### src/rtl/draw_node_pkg.sv
// Shared constants for the note-highway renderer: panel geometry, sprite shape, colour bit offsets.
package draw_node_pkg;

  localparam int unsigned NUM_SLOTS  = 10;
  localparam int unsigned NUM_PANELS = 7;
  localparam int unsigned PANEL_BITS = 192;

  // One bit per pixel (p = 8*row + col); byte r is row r.
  // Rows 1 and 6 span cols 2..5, and rows 2..5 span cols 1..6. This gives a rounded 6x6 blob.
  localparam logic [63:0] SPRITE_MASK = 64'h003C_7E7E_7E7E_3C00;

  // Colour channel position inside each 3-bit pixel.
  localparam int unsigned R_OFS = 0;
  localparam int unsigned G_OFS = 1;
  localparam int unsigned B_OFS = 2;

  // Green column 0 of every row, marking the hit line on panel 0.
  localparam logic [PANEL_BITS-1:0] HIT_LINE_MASK = {8{24'h000002}};

endpackage

### src/rtl/draw_node_if.sv
// Note/scroll inputs and the seven rendered panel bitmaps of draw_node.
interface draw_node_if;
  import draw_node_pkg::*;

  logic [NUM_SLOTS-1:0]  red_notes;
  logic [NUM_SLOTS-1:0]  blue_notes;
  logic [2:0]            offset;
  logic [PANEL_BITS-1:0] bitmap0;
  logic [PANEL_BITS-1:0] bitmap1;
  logic [PANEL_BITS-1:0] bitmap2;
  logic [PANEL_BITS-1:0] bitmap3;
  logic [PANEL_BITS-1:0] bitmap4;
  logic [PANEL_BITS-1:0] bitmap5;
  logic [PANEL_BITS-1:0] bitmap6;

  modport master (
    output red_notes, blue_notes, offset,
    input  bitmap0, bitmap1, bitmap2, bitmap3, bitmap4, bitmap5, bitmap6
  );

  modport slave (
    input  red_notes, blue_notes, offset,
    output bitmap0, bitmap1, bitmap2, bitmap3, bitmap4, bitmap5, bitmap6
  );

endinterface

### src/rtl/draw_node_panel.sv
// Combinational renderer for one 8x8 RGB panel: note sprite in red and/or blue, or blank.
module draw_node_panel
  import draw_node_pkg::*;
(
  input  logic                  red,
  input  logic                  blue,
  input  logic                  blank,
  output logic [PANEL_BITS-1:0] panel
);

  // Paint every sprite pixel with the requested channels; green is never driven here.
  always_comb begin
    panel = '0;
    for (int p = 0; p < 64; p++) begin
      if (SPRITE_MASK[p] && !blank) begin
        panel[3*p + R_OFS] = red;
        panel[3*p + B_OFS] = blue;
      end
    end
  end

endmodule

### src/rtl/draw_node.sv
// draw_node: renders 7 scrolling note panels from a 10-slot red/blue note track.
// Panel k shows slot k+offset. A slot past the end of the track gives a blank panel.
// All bitmaps are registered, so they are valid one clock after the inputs are sampled.
// Optional build macro: DRAW_NODE_HIT_LINE_EN adds a green hit line on column 0 of panel 0.
module draw_node
  import draw_node_pkg::*;
(
  input  logic         clk,
  input  logic         rst_n,
  draw_node_if.slave   bus
);

  logic [15:0]           red_ext;
  logic [15:0]           blue_ext;
  logic [NUM_PANELS-1:0] sel_red;
  logic [NUM_PANELS-1:0] sel_blue;
  logic [NUM_PANELS-1:0] sel_blank;
  logic [PANEL_BITS-1:0] panel_d [NUM_PANELS];
  logic [PANEL_BITS-1:0] frame_d [NUM_PANELS];
  logic [PANEL_BITS-1:0] frame_q [NUM_PANELS];

  // Zero-pad so that a slot index past the track (up to 13) reads an absent note.
  assign red_ext  = {{(16 - NUM_SLOTS){1'b0}}, bus.red_notes};
  assign blue_ext = {{(16 - NUM_SLOTS){1'b0}}, bus.blue_notes};

  for (genvar k = 0; k < NUM_PANELS; k++) begin : g_panel
    logic [3:0] slot;
    assign slot         = 4'(k) + {1'b0, bus.offset};
    assign sel_blank[k] = (slot >= 4'(NUM_SLOTS));
    assign sel_red[k]   = red_ext[slot];
    assign sel_blue[k]  = blue_ext[slot];

    draw_node_panel u_panel (
      .red   (sel_red[k]),
      .blue  (sel_blue[k]),
      .blank (sel_blank[k]),
      .panel (panel_d[k])
    );
  end

  // Next frame: rendered panels, plus the hit line on panel 0 when enabled.
  always_comb begin
    for (int k = 0; k < NUM_PANELS; k++) begin
      frame_d[k] = panel_d[k];
    end
`ifdef DRAW_NODE_HIT_LINE_EN
    frame_d[0] = panel_d[0] | HIT_LINE_MASK;
`else
    frame_d[0] = panel_d[0];
`endif
  end

  // Output registers. Reset clears the display at once and drops any pending frame.
  always_ff @(posedge clk or negedge rst_n) begin
    if (!rst_n) begin
      for (int k = 0; k < NUM_PANELS; k++) begin
        frame_q[k] <= '0;
      end
    end else begin
      for (int k = 0; k < NUM_PANELS; k++) begin
        frame_q[k] <= frame_d[k];
      end
    end
  end

  assign bus.bitmap0 = frame_q[0];
  assign bus.bitmap1 = frame_q[1];
  assign bus.bitmap2 = frame_q[2];
  assign bus.bitmap3 = frame_q[3];
  assign bus.bitmap4 = frame_q[4];
  assign bus.bitmap5 = frame_q[5];
  assign bus.bitmap6 = frame_q[6];

endmodule

### src/flat_wrapper.sv
// flat-port wrapper written by rule: the top's interface ports become plain ports
module draw_node_flat import draw_node_pkg::*;
  (clk, rst_n, bus_red_notes, bus_blue_notes, bus_offset, bus_bitmap0, bus_bitmap1, bus_bitmap2, bus_bitmap3, bus_bitmap4, bus_bitmap5, bus_bitmap6);
  draw_node_if bus_i ();
  input  logic clk;
  input  logic rst_n;
  input wire logic [$bits(bus_i.red_notes)-1:0] bus_red_notes;
  input wire logic [$bits(bus_i.blue_notes)-1:0] bus_blue_notes;
  input wire logic [$bits(bus_i.offset)-1:0] bus_offset;
  output wire logic [$bits(bus_i.bitmap0)-1:0] bus_bitmap0;
  output wire logic [$bits(bus_i.bitmap1)-1:0] bus_bitmap1;
  output wire logic [$bits(bus_i.bitmap2)-1:0] bus_bitmap2;
  output wire logic [$bits(bus_i.bitmap3)-1:0] bus_bitmap3;
  output wire logic [$bits(bus_i.bitmap4)-1:0] bus_bitmap4;
  output wire logic [$bits(bus_i.bitmap5)-1:0] bus_bitmap5;
  output wire logic [$bits(bus_i.bitmap6)-1:0] bus_bitmap6;
  assign bus_i.red_notes = bus_red_notes;
  assign bus_i.blue_notes = bus_blue_notes;
  assign bus_i.offset = bus_offset;
  assign bus_bitmap0 = bus_i.bitmap0;
  assign bus_bitmap1 = bus_i.bitmap1;
  assign bus_bitmap2 = bus_i.bitmap2;
  assign bus_bitmap3 = bus_i.bitmap3;
  assign bus_bitmap4 = bus_i.bitmap4;
  assign bus_bitmap5 = bus_i.bitmap5;
  assign bus_bitmap6 = bus_i.bitmap6;
  draw_node u_core (.clk(clk), .rst_n(rst_n), .bus(bus_i));
endmodule
### config.mk
export PLATFORM = sky130hd
export DESIGN_NAME = draw_node_flat
export DESIGN_NICKNAME = d
export VERILOG_FILES = /design/src/rtl/draw_node_pkg.sv /design/src/rtl/draw_node_if.sv /design/src/rtl/draw_node_panel.sv /design/src/rtl/draw_node.sv /design/src/flat_wrapper.sv
export SDC_FILE = /design/constraint.sdc
export NUM_CORES = 1
export LEC_CHECK = 0
export CAP_MARGIN = 10
export CORE_AREA = 2 2 536 538
export CTS_BUF_LIST = sky130_fd_sc_hd__clkbuf_8 sky130_fd_sc_hd__clkbuf_16
export CTS_CLUSTER_DIAMETER = 30
export DETAILED_ROUTE_END_ITERATION = 10
export DIE_AREA = 0 0 538 540
export MAX_ROUTING_LAYER = met4
export PLACE_DENSITY_LB_ADDON = 0.2
export RECOVER_POWER = 50
export SETUP_SLACK_MARGIN = 0.4
export SLEW_MARGIN = 20
export SYNTH_ARGS = -nofsm -noshare
export SYNTH_HDL_FRONTEND = slang
export SYNTH_SLANG_ARGS = --single-unit
### constraint.sdc
create_clock -name clk -period 2.6 [get_ports clk]
set_input_delay 0.65 -clock clk [delete_from_list [all_inputs] [get_ports clk]]
set_output_delay 0.65 -clock clk [all_outputs]
set_load 0.02 [all_outputs]
## After elaboration in Yosys (flattened, before gate mapping)

Cells that the tools add are included.

| cells by class | value |
|---|---|
| multiplexer cells | 42 |
| add/sub/neg operators | 6 |
| eq/ne operators | 0 |
| divide/modulo/power cells | 0 |
| magnitude comparators | 14 |
| reductions and logical operators | 0 |
| bitwise operators | 0 |
| multiply operators | 0 |
| shifts and indexed selects | 0 |

Operator list:

| operator | number |
|---|---|
| $bmux 1 s4 | 12 |
| $lt 4x5->1 const B | 6 |
| $mux 1 | 28 |
| $ge 4x4->1 const B | 6 |
| $add 3x3->4 const A | 3 |
| $add 2x3->4 const A | 2 |
| $bmux 1 s3 | 2 |
| $lt 3x5->1 const B | 1 |
| $add 1x3->4 const A | 1 |
| $ge 3x4->1 const B | 1 |

| storage, ports and cells | value |
|---|---|
| logic and storage cells | 69 |
| memories kept | 0 |
| memory bits (read-only) | 0 |
| register bits after elaboration | 448 |
| bits in latches | 0 |
| bits in writable memories | 0 |
| output and inout port bits | 1344 |

## Longest topological paths before layout

| depth | value |
|---|---|
| depth in word-level cells | 4 |
| depth in mapped cells | 9 |
| mapped depth without buffers | 7 |

## By module

From an unflattened synthesis, not the netlist that was laid out.

| second synthesis, totals | value |
|---|---|
| cells, all modules | 2802 |
| area total of the unflattened synthesis | 44684.1 µm² |

By module, submodules not included:

| module | area an instance (µm²) | seq. area each (µm²) | cells an instance | times used |
|---|---|---|---|---|
| draw_node | 34585.7 | 33632.3 | 1451 | 1 |
| draw_node_panel | 1442.6 | 0.0 | 193 | 7 |

## Least setup slack after synthesis

Ideal clock, no wire load.

| path | value |
|---|---|
| path type | input-to-reg |
| start | in bus_offset[1] |
| end | reg u_core.frame_q (netlist bit u_core.bus.bitmap3[159]) |
| library setup time | 0.145 ns |
| setup slack | 0.245 ns |
| data arrival time | 2.210 ns |
| path buffers | 2 |
| stages on the path | 8 |
| path through | buf_2 -> inv_2 -> ha_1 -> clkbuf_1 -> o311ai_2 -> o21ai_2 -> a2111oi_1 -> a221oi_2 |

RTL lines:

| element | line | source |
|---|---|---|
| start, declared | flat_wrapper.sv:9 | `input wire logic [$bits(bus_i.offset)-1:0] bus_offset;` |
| end signal, assigned by index | draw_node.sv:61 | `frame_q[k] <= frame_d[k];` |
| end, declared | draw_node.sv:20 | `logic [PANEL_BITS-1:0] frame_q [NUM_PANELS];` |

==> summary.md <==
| Metric | Value |
|---|---|
| CTS Buffer Depth | `2` |
| Post-route cell area | `13690 um2` |
| Max H-tree Level | `1` |
| Top post-synthesis cells by area | `buf_4, dfrtp_1, mux4_2` |
| Drc violations | `0` |
| Fillers | `34075` |
| Drt first pass iters | `4` |
| Synth top area share | `87.75%` |
| Reg area | `354.1 um2` |
| Hold endpoint | `u_core.bus.bitmap3[159]$_DFF_PN0_` |
| Total die area | `290500 um2` |
| Worst relative slew slack | `29.23%` |
| Met3 WL | `3.560 mm` |
| Register area share after synthesis | `3.079%` |
| Worst Path Required | `1.95 ns` |
| Final period util | `86.74%` |
| Finish-stage setup viols | `0` |
| CTS tree | `built` |
| Hold Buf Count CTS | `0` |
| Synth Instances | `1467` |
| Largest net degree at the start of global routing | `33` |
| Distinct cells, synth | `41` |
| Post-DR vias/cell | `1.125` |
| Layout cells sized above 1 | `5.338%` |
| Kind of critical path | `reg -> out` |
| Via count | `5981` |
| Clk pin slew, worst setup/hold paths | `0.06 ns` |
| # IOs | `1369` |
| Met2 wire length | `18.86 mm` |
| Chip width | `538 um` |
| Main synth FF type | `dfrtp_1` |
| EDFF count, synth | `0` |
| Core area | `284500 um2` |
| Fmax | `443.4 MHz` |
| Unrepaired setup endpoints after global routing | `false` |
| Multi-input logic area | `4348 um2` |
| Placed Area | `14640 um2` |
| Post-Syn Area | `11380 um2` |
| FFs w/ async S/R, synth | `100.0%` |
| Leakage | `6.115 nW` |
| DR WL/cell | `5.685 um` |
| Area Overhead vs Synth | `20.34%` |
| Min cycle time layout | `2.255 ns` |
| Yosys Warn Count | `0` |
| Seq cells post-synth | `14` |
| Clk sinks | `14` |
| Number of global-route vias before repair | `3570` |
| Maximum fanout along the worst path | `32` |
| Final Hold Viols | `0` |
| Met1 WL | `7.523 mm` |
| Max-cap viol count | `0` |
| Worst setup EP type | `primary output` |
| Post-synth top cells | `buf_4, dfrtp_1, nand2_1, a21oi_1, mux4_2` |
| WP data arrival | `1.61 ns` |
| First-pass GRT wire length | `32.33 mm` |
| I/O Buffers | `472` |
| Mapped Avg Cell Area | `7.756 um2` |
| Iter 0 DRT Violations | `144` |
| Slew @ Worst Pin | `1.062 ns` |
| Max-slew violations | `0` |
| Top Layer Used | `met4` |
| Post-detail-place hpwl | `26.68 mm` |
| Antenna Nets Post-Route | `0` |
| Clock root cell | `clkbuf_16` |
| Crit path launch type | `flop` |
| Status | `finished clean` |
| Cts bufs inserted | `3` |
| WL final | `30.23 mm` |
| Site Rows | `196` |
| Nets | `1589` |
| Hold WC Path Type | `in -> reg` |
| Hold Path Depth | `5` |
| Antenna violations before repair | `15` |
| Ant. Diodes | `0` |
| Hold path startpoint | `bus_offset[0]` |
| Gp weighted congestion | `0.6212` |
| Area leader, netlist | `buf_4` |
| IR drop worst, VDD | `0.2362 mV` |
| Die Height | `540 um` |
| Total power | `4.855 mW` |
| GRT overflow | `0` |
| PD cells | `354.5 nW/um2` |
| GR Util All Layers | `1.652%` |
| Top-count cell post-synth | `buf_4` |
| Initial Utilization | `4.000%` |
==> registers in the layout (all words and copies together), names as in the netlist <==
name / flops
u_core.bus.bitmap3: 2
u_core.bus.bitmap5: 2
u_core.bus.bitmap2: 2
u_core.bus.bitmap6: 2
u_core.bus.bitmap4: 2
u_core.bus.bitmap0: 2
u_core.bus.bitmap1: 2
==> critical path, cell delays in order (launching register included) <==
cell	delay, ns
dfrtp_2	0.35
clkbuf_4	0.43
dlygate4sd2_1	0.43
==> report_power, final <==
group          switching (mW)  internal [mW]
clock                   0.109          0.234
sequential             0.0229          0.248
combinational            3.19           1.05
==> cells in the final DEF, fill, tap and decap left out, types with 5 or more instances in the layout <==
master	netlist	final
conb_1	1	896
nand2_1	14	14
mux4_2	10	10
ha_1	8	7
dlygate4sd2_1	0	305
nor3_1	5	5
dfrtp_1	14	11
buf_12	0	6
buf_4	1330	39
nor2_1	6	6
nand3_1	5	5
clkdlybuf4s50_1	0	58
clkbuf_1	2	108
a21oi_1	11	11
mux2i_1	9	9
==> logic make-up after synthesis <==
| kind of cell | share of synthesized area (%) |
|---|---|
| flops | 3.079 |
| other cells | 0.03296 |
| fa+ha+maj | 0.8797 |
| simple gates | 1.770 |
| buf+inv | 88.54 |
| compound gates | 2.045 |
| mux | 3.431 |
| xor+xnor | 0.2200 |
==> worst max-delay path by stage <==
stage	from	endpoint	depth (start not counted)
finish	u_core.bus.bitmap4[158]$_DFF_PN0_	bus_bitmap4[83]	2
global placement	bus_offset[0]	u_core.bus.bitmap3[159]$_DFF_PN0_	8
detailed placement	bus_offset[0]	u_core.bus.bitmap3[159]$_DFF_PN0_	8
CTS	u_core.bus.bitmap0[159]$_DFF_PN0_	bus_bitmap0[123]	2
floorplan	bus_offset[1]	u_core.bus.bitmap3[158]$_DFF_PN0_	8
global route	u_core.bus.bitmap4[158]$_DFF_PN0_	bus_bitmap4[38]	2
==> per-stage QoR <==
| step | setup TNS (ns) | hold WS [ns] | std cells | util [%] | worst slack [ns] |
|---|---|---|---|---|---|
| 3_5_place_dp | -0.07422 | 1.029 | 5309 | 5.146 | -0.04179 |
| 4_1_cts | 0 | 0.7623 | 5317 | 5.064 | 0.4003 |
| 3_3_place_gp | -0.1511 | 1.019 | 5309 | 5.146 | -0.07064 |
| 2_1_floorplan | 0 | 0.3544 | 2362 | - | 0.4050 |
| 6_report | 0 | 1.047 | 5317 | 4.814 | 0.3447 |
| 5_1_grt | 0 | 1.081 | 5317 | 4.814 | 0.2057 |
==> area by class of cell <==
| type | count | area share, % |
|---|---|---|
| clock buffers | 4 | 0.6488 |
| inverters | 6 | 0.1645 |
| multi-input cells | 1003 | 31.75 |
| flip-flops and latches | 14 | 2.586 |
| well taps | 3762 | 34.38 |
| repair buffers | 528 | 30.47 |
==> what timing repair did <==
item	CTS	global route
buffers inserted	4	0
resized for setup	311	109
pin swaps	4	1
setup endpoints to repair	394	141
==> per-layer routing <==
| layer | global-route usage (%) | up-vias |
|---|---|---|
| met5 | - | - |
| met4 | 0.1541 | 0 |
| met3 | 0.07995 | 30 |
| met2 | 4.025 | 849 |
| met1 | 1.247 | 2644 |
| li1 | - | 2458 |
(Power assumes the default switching activity.)
